`config.mk`:
```
export PLATFORM = sky130hd
export DESIGN_NAME = pc_source_ctrl
export DESIGN_NICKNAME = d
export VERILOG_FILES = /design/src/rtl/pc_source_ctrl.sv
export SDC_FILE = /design/constraint.sdc
export NUM_CORES = 1
export LEC_CHECK = 0
export CAP_MARGIN = 20
export CORE_MARGIN = 4
export CORE_UTILIZATION = 46
export CTS_CLUSTER_SIZE = 12
export DETAILED_ROUTE_END_ITERATION = 10
export GPL_TIMING_DRIVEN = 0
export PLACE_DENSITY = 0.8
export SLEW_MARGIN = 15
export SYNTH_ARGS = -nofsm -noshare
export SYNTH_HDL_FRONTEND = slang
export SYNTH_SLANG_ARGS = --single-unit
```
`constraint.sdc`:
```
create_clock -name clk -period 1.6 [get_ports clk]
set_clock_uncertainty 0.1 [all_clocks]
set_input_delay 0.32 -clock clk [delete_from_list [all_inputs] [get_ports clk]]
set_output_delay 0.32 -clock clk [all_outputs]
set_load 0.03 [all_outputs]
```
`src/rtl/pc_source_ctrl.sv`:
```
// Next-PC sequencer for the multicycle datapath: drives the PC-source mux select,
// PC/EPC write strobes and the exception-vector fetch through memory and MDR.
module pc_source_ctrl #(
  parameter int unsigned MEM_WAIT = 2
) (
  input  logic       clk,
  input  logic       reset,
  input  logic       req_valid,
  input  logic [2:0] req_kind,
  input  logic       branch_taken,
  input  logic [1:0] exc_code,
  output logic       req_ready,
  output logic [2:0] mux_pc_source_control,
  output logic       pc_write,
  output logic       epc_write,
  output logic       mem_read,
  output logic [7:0] vec_addr,
  output logic       mdr_write,
  output logic       done
);

  typedef enum logic [3:0] {
    S_IDLE, S_SEQ, S_BR, S_JMP, S_JR, S_EPC_SAVE, S_VEC_RD, S_MDR_LD, S_PC_LD, S_ERET
  } state_t;

  localparam logic [2:0] KIND_BRANCH = 3'd1;
  localparam logic [2:0] KIND_JUMP   = 3'd2;
  localparam logic [2:0] KIND_JR     = 3'd3;
  localparam logic [2:0] KIND_EXC    = 3'd4;
  localparam logic [2:0] KIND_ERET   = 3'd5;

  localparam logic [2:0] SEL_ULA    = 3'b000;
  localparam logic [2:0] SEL_ALUOUT = 3'b001;
  localparam logic [2:0] SEL_CONCAT = 3'b010;
  localparam logic [2:0] SEL_MDR    = 3'b011;
  localparam logic [2:0] SEL_EPC    = 3'b100;

  localparam logic [3:0] CNT_INIT = 4'(MEM_WAIT - 1);

  state_t     r_state;
  logic [3:0] r_cnt;
  logic [1:0] r_code;
  logic [2:0] r_sel;
  logic       r_pc_write;
  logic       r_epc_write;
  logic       r_mem_read;
  logic [7:0] r_vec_addr;
  logic       r_mdr_write;
  logic       r_done;
  logic [7:0] w_vec;

  // Reserved exception code 3 shares the opcode-invalid vector.
  always_comb begin
    w_vec = 8'd253;
    case (r_code)
      2'd1:    w_vec = 8'd254;
      2'd2:    w_vec = 8'd255;
      default: w_vec = 8'd253;
    endcase
  end

  // Outputs are loaded on the edge that enters each state, so they are valid
  // for exactly the cycle spent in that state.
  always_ff @(posedge clk or negedge reset) begin
    if (!reset) begin
      r_state     <= S_IDLE;
      r_cnt       <= '0;
      r_code      <= '0;
      r_sel       <= SEL_ULA;
      r_pc_write  <= 1'b0;
      r_epc_write <= 1'b0;
      r_mem_read  <= 1'b0;
      r_vec_addr  <= '0;
      r_mdr_write <= 1'b0;
      r_done      <= 1'b0;
    end else begin
      case (r_state)
        S_IDLE: begin
          if (req_valid) begin
            r_code <= exc_code;
            case (req_kind)
              KIND_BRANCH: begin
                r_state    <= S_BR;
                r_sel      <= SEL_ALUOUT;
                r_pc_write <= branch_taken;
                r_done     <= 1'b1;
              end
              KIND_JUMP: begin
                r_state    <= S_JMP;
                r_sel      <= SEL_CONCAT;
                r_pc_write <= 1'b1;
                r_done     <= 1'b1;
              end
              KIND_JR: begin
                r_state    <= S_JR;
                r_sel      <= SEL_ULA;
                r_pc_write <= 1'b1;
                r_done     <= 1'b1;
              end
              KIND_EXC: begin
                r_state     <= S_EPC_SAVE;
                r_epc_write <= 1'b1;
              end
              KIND_ERET: begin
                r_state    <= S_ERET;
                r_sel      <= SEL_EPC;
                r_pc_write <= 1'b1;
                r_done     <= 1'b1;
              end
              default: begin
                r_state    <= S_SEQ;
                r_sel      <= SEL_ULA;
                r_pc_write <= 1'b1;
                r_done     <= 1'b1;
              end
            endcase
          end
        end
        S_EPC_SAVE: begin
          r_state     <= S_VEC_RD;
          r_epc_write <= 1'b0;
          r_mem_read  <= 1'b1;
          r_vec_addr  <= w_vec;
          r_cnt       <= CNT_INIT;
        end
        S_VEC_RD: begin
          if (r_cnt == '0) begin
            r_state     <= S_MDR_LD;
            r_mem_read  <= 1'b0;
            r_mdr_write <= 1'b1;
          end else begin
            r_cnt <= r_cnt - 4'd1;
          end
        end
        S_MDR_LD: begin
          r_state     <= S_PC_LD;
          r_mdr_write <= 1'b0;
          r_vec_addr  <= '0;
          r_sel       <= SEL_MDR;
          r_pc_write  <= 1'b1;
          r_done      <= 1'b1;
        end
        default: begin
          r_state     <= S_IDLE;
          r_sel       <= SEL_ULA;
          r_pc_write  <= 1'b0;
          r_epc_write <= 1'b0;
          r_mem_read  <= 1'b0;
          r_vec_addr  <= '0;
          r_mdr_write <= 1'b0;
          r_done      <= 1'b0;
        end
      endcase
    end
  end

  assign req_ready             = (r_state == S_IDLE);
  assign mux_pc_source_control = r_sel;
  assign pc_write              = r_pc_write;
  assign epc_write             = r_epc_write;
  assign mem_read              = r_mem_read;
  assign vec_addr              = r_vec_addr;
  assign mdr_write             = r_mdr_write;
  assign done                  = r_done;

endmodule

```
# Yosys cells after proc, flatten, opt, wreduce, memory -nomap -nowiden
# Cells that the tools add are included.
# Widths: inputs -> output; s select.
[op_classes]
add_sub_neg = 1
n_eq_ne = 15
n_mux = 24
n_bitwise = 4
n_reduce_logical = 15
[op_table]
columns = ["operator", "count"]
rows = [
  ["$pmux 4 s5", 1],
  ["$pmux 4 s4", 1],
  ["$pmux 8 s2", 1],
  ["$eq 4x3->1 const B", 3],
  ["$mux 4", 3],
  ["$pmux 3 s4", 1],
  ["$reduce_and 2->1", 5],
  ["$reduce_or 2->1", 5],
  ["$pmux 1 s3", 3],
  ["$pmux 3 s3", 1],
  ["$logic_not 4->1", 2],
  ["$ne 2x2->1 const B", 4],
  ["$pmux 4 s2", 1],
  ["$mux 1", 7],
  ["$eq 3x2->1 const B", 2],
  ["$eq 3x3->1 const B", 2],
  ["$pmux 1 s2", 3],
  ["$reduce_and 3->1", 2],
  ["$not 1->1", 4],
  ["$pmux 2 s2", 1],
  ["$sub 4x1->4 const B", 1],
  ["$eq 3x1->1 const B", 1],
  ["$mux 3", 1],
  ["$eq 2x1->1 const B", 1],
  ["other kinds (3)", 3],
]
[word_totals]
register_bits = 26
in_bits = 9
out_inout_bits = 17
word_cells = 69

# Logic depth before layout (Yosys ltp)
# Gate-level depths: netlist (run 1).
[logic_depth]
word_depth = 4
mapped_depth = 7
mapped_depth_nobuf = 6

# Worst setup path before layout (run 1)
# Ideal clock, no wire load.
[synth_timing]
path_kind = "register to register"
startpoint = "register r_state[3]"
endpoint = "register r_code[0]"
setup_ns = 0.125
arrival_ns = 1.544
required_ns = 1.375
slack_ns = -0.169
stages_incl_launch_ff = 7
path_buffers = 2
synth_period_minus_slack_ns = 1.769
cell_sequence = "dfrtp_1 > buf_6 > or4_4 > buf_6 > clkinv_8 > nand2_2 > mux2_4"
[synth_via]
elab_chain_cells = 2
[synth_rtl]
columns = ["item", "line_no", "rtl"]
rows = [
  ["start, declared", "40", "state_t r_state;"],
  ["start signal, assigned", "66", "r_state <= S_IDLE;"],
  ["start signal, assigned", "83", "r_state <= S_BR;"],
  ["start signal, assigned", "89", "r_state <= S_JMP;"],
  ["$logic_not 4->1", "-", ""],
  ["net req_ready", "12", "output logic req_ready,"],
  ["$reduce_and 2->1 (no line)", "-", ""],
  ["end signal, assigned", "80", "r_code <= exc_code;"],
  ["end, declared", "42", "logic [1:0] r_code;"],
]
# The timed path passes the listed nets, and every way through them passes these cells.
# A chain may end at the register's enable or synchronous reset.

# Worst setup path after layout (run 1)
[layout_timing]
startpoint = "register r_state[3]"
endpoint = "output port req_ready"
[layout_via]
elab_chain_cells = 1
[layout_rtl]
columns = ["item", "line_no", "rtl"]
rows = [
  ["$logic_not 4->1", "157", "assign req_ready = (r_state == S_IDLE);"],
  ["end, declared", "12", ""],
]
# Every way passes these cells.

==> flow_metrics.env, run 1 <==
export IMPL_grt_setup_unrepaired="yes"
export IMPL_drc_errors=0
export IMPL_grt_max_degree=22
export IMPL_cts_max_level=1
export IMPL_setup_violations=13
export IMPL_gp_congestion=0.851
export IMPL_cp_required_ns=1.18
export IMPL_fin_tns_setup_ns=-2.53
export IMPL_syn2layout_area_growth_pct=43.9
export IMPL_dpl_hpwl_um=2220
export IMPL_worst_slew_pin_slew_ns=0.918
export IMPL_worstHoldStart="req_valid"
export IMPL_routed_via_density=5.93
export IMPL_criticalPathCategory="flip-flop to output port"
export IMPL_r2r_start="r_state[3]"
export IMPL_wire_per_inst_um=16.7
export IMPL_cts_tree="done"
export IMPL_placed_cells=194
export IMPL_grt_pass1_wl_um=5060
export IMPL_synth_async_reset_ratio=1.00
export IMPL_core_mm2=0.00257
export IMPL_worstSetupEndpointType="output port"
export IMPL_regArea_um2=528
export IMPL_io_pins=26
export IMPL_clk_pin_slew_ns=0.12
export IMPL_grt_use_total=0.181
export IMPL_crit_start="r_state[3]"
export IMPL_path_delay_family="simple AND/OR/NAND/NOR gates"
export IMPL_slowest_stage="or4_4"
export IMPL_dieHeight_um=61.0
export IMPL_fin_nets=194
export IMPL_hold_viol_final=0
export IMPL_critPathMaxFanout=2
export IMPL_fin_crit_sh=1.21
export IMPL_multiInputGateArea_um2=796
export IMPL_rrSetupSlack_ns=-0.30
export IMPL_synth_edf_count=0
export IMPL_drtIter0Drc=43
export IMPL_hold_end="r_state[1]"
export IMPL_slowest_delay_ns=0.60
export IMPL_fmaxAchievable_mhz=518
export IMPL_synthCells=141
export IMPL_die_area_mm2=0.00372
export IMPL_netlist_area_mm2=0.00129
export IMPL_grt_overflow_total=0
export IMPL_clockBufferDepth=2
export IMPL_status="finished, violations left"
export IMPL_num_rows=18
export IMPL_antenna_cells=0
export IMPL_reg2reg_depth=6
export IMPL_initial_utilization=0.504
export IMPL_dr_pass1_iters=4
export IMPL_clock_latency_ns=0.30
export IMPL_relSlewSlack=0.386
export IMPL_worstSetupStartpointType="flip-flop"
export IMPL_fp_dieW_um=61.0
export IMPL_crit_buf_inv=2
export IMPL_ys_seq_area_frac=0.406
export IMPL_fillerInstances=184
export IMPL_synth_nets=154
export IMPL_cap_violations=0
export IMPL_drt_wl_total_um=3510
export IMPL_ys_types=44
export IMPL_rr_endpoint="r_code[0]"
export IMPL_numCtsBuffers=3
export IMPL_hold_depth=3
export IMPL_vdd_ir_drop_max_mv=0.740
export IMPL_ctsHoldBuffers=0
export IMPL_leakagePower_nw=0.865
export IMPL_ant_nets=0
export IMPL_finalCriticalPeriod_ns=1.93
export IMPL_violations="negative setup slack"
export IMPL_cts_root_buf="clkbuf_4"
export IMPL_vias=1245
export IMPL_final_critical_path_setup_slack_ns=-0.330
export IMPL_syn_avg_cell_area_um2=9.18
export IMPL_stdcell_count=210
export IMPL_clkSinkCount=21
export IMPL_drive_above_1_share=0.383
export IMPL_synth_flop_cell="dfrtp_1"
export IMPL_hold_class="primary input to flip-flop"
export IMPL_cp_cell_sequence="or4_4 -> clkinv_8 -> buf_8"
export IMPL_pwr_density_cell_mw_per_mm2=1020
export IMPL_maxSlewViolCount=0
export IMPL_antenna_found_initial=0
export IMPL_portBuffers=23
export IMPL_grt_pass1_vias=1141
export IMPL_cp_arrival_ns=1.51
export IMPL_synth_warnings=0
export IMPL_yosys_register_bits=21
==> area by class of cell <==
type                            instances  share of cell area
Timing Repair Buffer                   38               0.192
Sequential cell                        21               0.284
Clock buffer                            3              0.0121
Inverter                                8              0.0228
Multi-Input combinational cell         98               0.427
Clock inverter                          1             0.00269
Tap cell                               30              0.0202
Buffer                                 11              0.0397
==> worst min-delay path, stage by stage <==
cell            delay (ns)
dlymetal6s2s_1        0.22
nand4b_1              0.13
a21oi_1               0.06
==> placed cells by master, fill, tap and decap left out, types with 2 or more instances in the layout <==
cell,n
a21oi_1,8
a21oi_2,7
and2_1,2
buf_2,4
buf_4,18
buf_6,7
buf_8,2
clkbuf_4,3
clkdlybuf4s15_1,2
clkdlybuf4s50_1,5
dfrtp_1,19
dfrtp_2,2
dlygate4sd2_1,9
ha_1,4
inv_1,7
mux2_4,2
mux2i_1,2
nand2_1,11
nand2b_1,5
nand3_1,2
nor2_1,5
nor3_2,3
nor3b_4,2
o21a_1,2
o21ai_0,6
o21ai_1,3
xnor2_1,4
==> Yosys cell counts (3+ instances only) <==
master	count	area, um2
xnor2_1	4	35.0
nor2_1	6	22.5
dfrtp_1	21	526
buf_4	5	37.5
buf_2	3	15.0
inv_1	7	26.3
nand2b_1	6	37.5
o21ai_0	10	50.1
nand2_1	12	45.0
nor3_1	4	20.0
a21oi_1	15	75.1
ha_1	4	50.1
clkbuf_1	4	15.0
nor3b_1	3	22.5
==> power breakdown <==
group | switching, W | internal, W
registers | 0.0000601 | 0.000610
logic | 0.000514 | 0.000462
clock network | 0.000165 | 0.0000931
total | 0.000738 | 0.00116
==> registers in the layout, summed over array words and instances, names as in the netlist <==
signal / count
mdr_write: 1
r_cnt: 4
vec_addr: 3
mem_read: 1
pc_write: 1
epc_write: 1
r_code: 2
r_state: 4
mux_pc_source_control: 3
done: 1
==> layer usage <==
metal  global-route usage  up-vias  share of wire
met2                0.284       59           0.50
met4               0.0929        0          0.030
met1                0.247      604           0.39
li1                     -      569              -
met5                    0        -              0
met3               0.0210       13          0.076
==> cells by family (layout without fill, tap and decap cells) <==
kind of cell             after synthesis  after routing  share of synthesized area
AND/OR/NAND/NOR                       48             48                      0.212
AO/OA/AOI/OAI                         38             38                      0.175
buffers and inverters                 22             61                      0.103
flip-flops                            21             21                      0.406
adder cells (fa/ha/maj)                4              4                     0.0387
XOR/XNOR                               4              4                     0.0271
multiplexers                           4              4                     0.0387
==> how the worst max path moves through the flow <==
stage	end	cells after the start
2_1_floorplan	r_code[0]	6
3_3_place_gp	req_ready	5
3_5_place_dp	req_ready	5
4_1_cts	req_ready	4
5_1_grt	req_ready	3
6_report	req_ready	3
==> metrics by stage <==
step	utilization	worst slack (ns)	instance area (um2)	power, W	hold slack (ns)
3_5_place_dp	0.611	-0.663	1570	0.00138	0.372
3_3_place_gp	0.611	-0.663	1570	0.00136	0.368
6_report	0.725	-0.330	1860	0.00190	0.361
5_1_grt	0.725	-0.358	1860	0.00201	0.393
4_1_cts	0.655	-0.386	1680	0.00169	0.363
2_1_floorplan	-	-0.118	1300	0.00115	-0.0756
==> what timing repair did <==
action	4_1_cts	5_1_grt
buffers inserted	6	9
pin swaps	3	10
gates resized for setup	63	50
setup endpoints to repair	34	29
hold endpoints to repair	0	0
No activity file was read; power rests on OpenSTA's default activity.
==> inputs of run 2 (changes only) <==
--- a/config.mk
+++ b/config.mk
@@ -11,7 +11,8 @@
 export CTS_CLUSTER_SIZE = 12
 export DETAILED_ROUTE_END_ITERATION = 10
 export GPL_TIMING_DRIVEN = 0
-export PLACE_DENSITY = 0.8
+export PLACE_DENSITY = 0.73
+export REMOVE_ABC_BUFFERS = 1
 export SLEW_MARGIN = 15
 export SYNTH_ARGS = -nofsm -noshare
 export SYNTH_HDL_FRONTEND = slang
==> flow_metrics.env, run 2 (synthesized netlist as in run 1, its figures left out) <==
export IMPL_numCtsBuffers=3
export IMPL_hold_end="vec_addr[1]"
export IMPL_core_mm2=0.00257
export IMPL_fmaxAchievable_mhz=520
export IMPL_grt_max_degree=22
export IMPL_crit_buf_inv=2
export IMPL_place_ws_ns=-0.768
export IMPL_num_rows=18
export IMPL_final_cell_mix="dfrtp_1 (17), dlygate4sd2_1 (11), a21oi_1 (10), nand2_1 (10), buf_4 (8)"
export IMPL_reg2reg_depth=6
export IMPL_relSlewSlack=0.372
export IMPL_worstSetupEndpointType="output port"
export IMPL_slowest_stage="or4_4"
export IMPL_rr_endpoint="r_code[0]"
export IMPL_criticalPathCategory="flip-flop to output port"
export IMPL_finalCriticalPeriod_ns=1.92
export IMPL_fin_crit_sh=1.20
export IMPL_critPathMaxFanout=2
export IMPL_fin_area_mm2=0.00172
export IMPL_portBuffers=25
export IMPL_cts_max_level=1
export IMPL_hold_depth=2
export IMPL_syn2layout_area_growth_pct=33.3
export IMPL_wire_per_inst_um=16.2
export IMPL_clkSinkCount=21
export IMPL_setup_violations=13
export IMPL_fp_dieW_um=61.0
export IMPL_clock_latency_ns=0.30
export IMPL_dpl_hpwl_um=2070
export IMPL_cp_required_ns=1.18
export IMPL_worst_slew_pin_slew_ns=0.939
export IMPL_io_pins=26
export IMPL_cap_violations=0
export IMPL_fin_nets=181
export IMPL_drc_errors=0
export IMPL_ant_nets=0
export IMPL_drt_wl_total_um=3190
export IMPL_top_regs="r_cnt (4), r_state (4)"
export IMPL_grt_pass1_vias=1071
export IMPL_clk_pin_slew_ns=0.12
export IMPL_dr_pass1_iters=4
export IMPL_worstHoldStart="vec_addr[1]"
export IMPL_final_common_cell="dfrtp_1"
export IMPL_path_delay_family="simple AND/OR/NAND/NOR gates"
export IMPL_clockBufferDepth=2
export IMPL_worstSetupStartpointType="flip-flop"
export IMPL_status="finished, violations left"
export IMPL_rrSetupSlack_ns=-0.30
export IMPL_die_area_mm2=0.00372
export IMPL_hold_viol_final=0
export IMPL_cp_arrival_ns=1.50
export IMPL_postPlaceCellArea_mm2=0.00149
export IMPL_grt_use_total=0.181
export IMPL_violations="negative setup slack"
export IMPL_routed_via_density=5.74
export IMPL_slowest_delay_ns=0.59
export IMPL_final_critical_path_setup_slack_ns=-0.324
export IMPL_vdd_ir_drop_max_mv=0.781
export IMPL_vias=1130
export IMPL_dieHeight_um=61.0
export IMPL_antenna_found_initial=0
export IMPL_initial_utilization=0.504
export IMPL_maxSlewViolCount=0
export IMPL_drive_above_1_share=0.329
export IMPL_grt_overflow_total=0
export IMPL_hold_class="flip-flop to flip-flop"
export IMPL_gp_congestion=0.828
export IMPL_pwr_density_cell_mw_per_mm2=1040
export IMPL_r2r_start="r_state[0]"
export IMPL_cts_tree="done"
export IMPL_antenna_cells=0
export IMPL_cts_root_buf="clkbuf_4"
export IMPL_grt_setup_unrepaired="yes"
export IMPL_drtIter0Drc=36
export IMPL_cp_cell_sequence="or4_4 -> clkinv_8 -> buf_8"
export IMPL_leakagePower_nw=0.784
export IMPL_grt_pass1_wl_um=4960
==> run 2: cell types whose count changed in the layout (fill, tap and decap cells not counted), sizes merged <==
cell	change
clkdlybuf4s15	-2
clkinv	-1
buf	-19
clkbuf	+7
dlygate4sd2	+2
==> run 2: metrics by stage <==
stage	power [W]	hold WS, ns	std cells	utilization	TNS (ns)
finish	0.00180	0.393	197	0.672	-2.55
CTS	0.00170	0.394	193	0.642	-2.36
global placement	0.00133	0.367	182	0.581	-6.18
global route	0.00190	0.388	197	0.672	-3.27
floorplan	0.00111	-0.0756	127	-	-2.27
detailed placement	0.00135	0.372	182	0.581	-6.96
==> run 2: worst max path at each step <==
stage / from / end / slack, ns / depth (start not counted)
after floorplan: vec_addr[6] / vec_addr[2] / -0.19 / 0
after global placement: r_state[2] / req_ready / -0.76 / 3
after detailed placement: r_state[2] / req_ready / -0.77 / 3
after CTS: r_state[3] / req_ready / -0.32 / 3
after global routing: r_state[0] / req_ready / -0.35 / 3
final: r_state[0] / req_ready / -0.32 / 3
==> run 2: timing repair <==
item                                   CTS  global route
setup endpoints to repair               36            27
pin swaps                               10             3
gates resized for setup                 59            29
buffers inserted                         7             5
gates cloned                             0             0
hold buffers                             0             0
endpoints found under the hold margin    0             0
==> run 2: layer usage <==
metal	up-vias	global-route usage	part of all wire
li1	544	-	-
met1	550	0.241	0.41
met2	30	0.305	0.53
met3	6	0.0126	0.033
met4	0	0.0743	0.019
met5	-	0	0
==> run 2: final cells by class <==
type                       instances  area [um2]
sequential                        21         531
tap                               30        37.5
multi-input combinational         98         776
fill                             222         843
clock buffer                       4        26.3
timing repair buffer              36         312
inverter                           8        42.5
==> run 2: worst register-to-register path, cell delays in order, from the launching register on <==
cell,delay (ns)
dfrtp_2,0.43
or4_4,0.59
clkinv_8,0.07
buf_4,0.11
buf_12,0.13
nand2_4,0.06
mux2_4,0.30
==> run 2: power by group <==
group / internal (W) / switching [W] / total (W)
Combinational: 0.000390 / 0.000471 / 0.000861
Clock: 0.0000970 / 0.000155 / 0.000252
Sequential: 0.000611 / 0.0000722 / 0.000683
Total: 0.00110 / 0.000698 / 0.00180
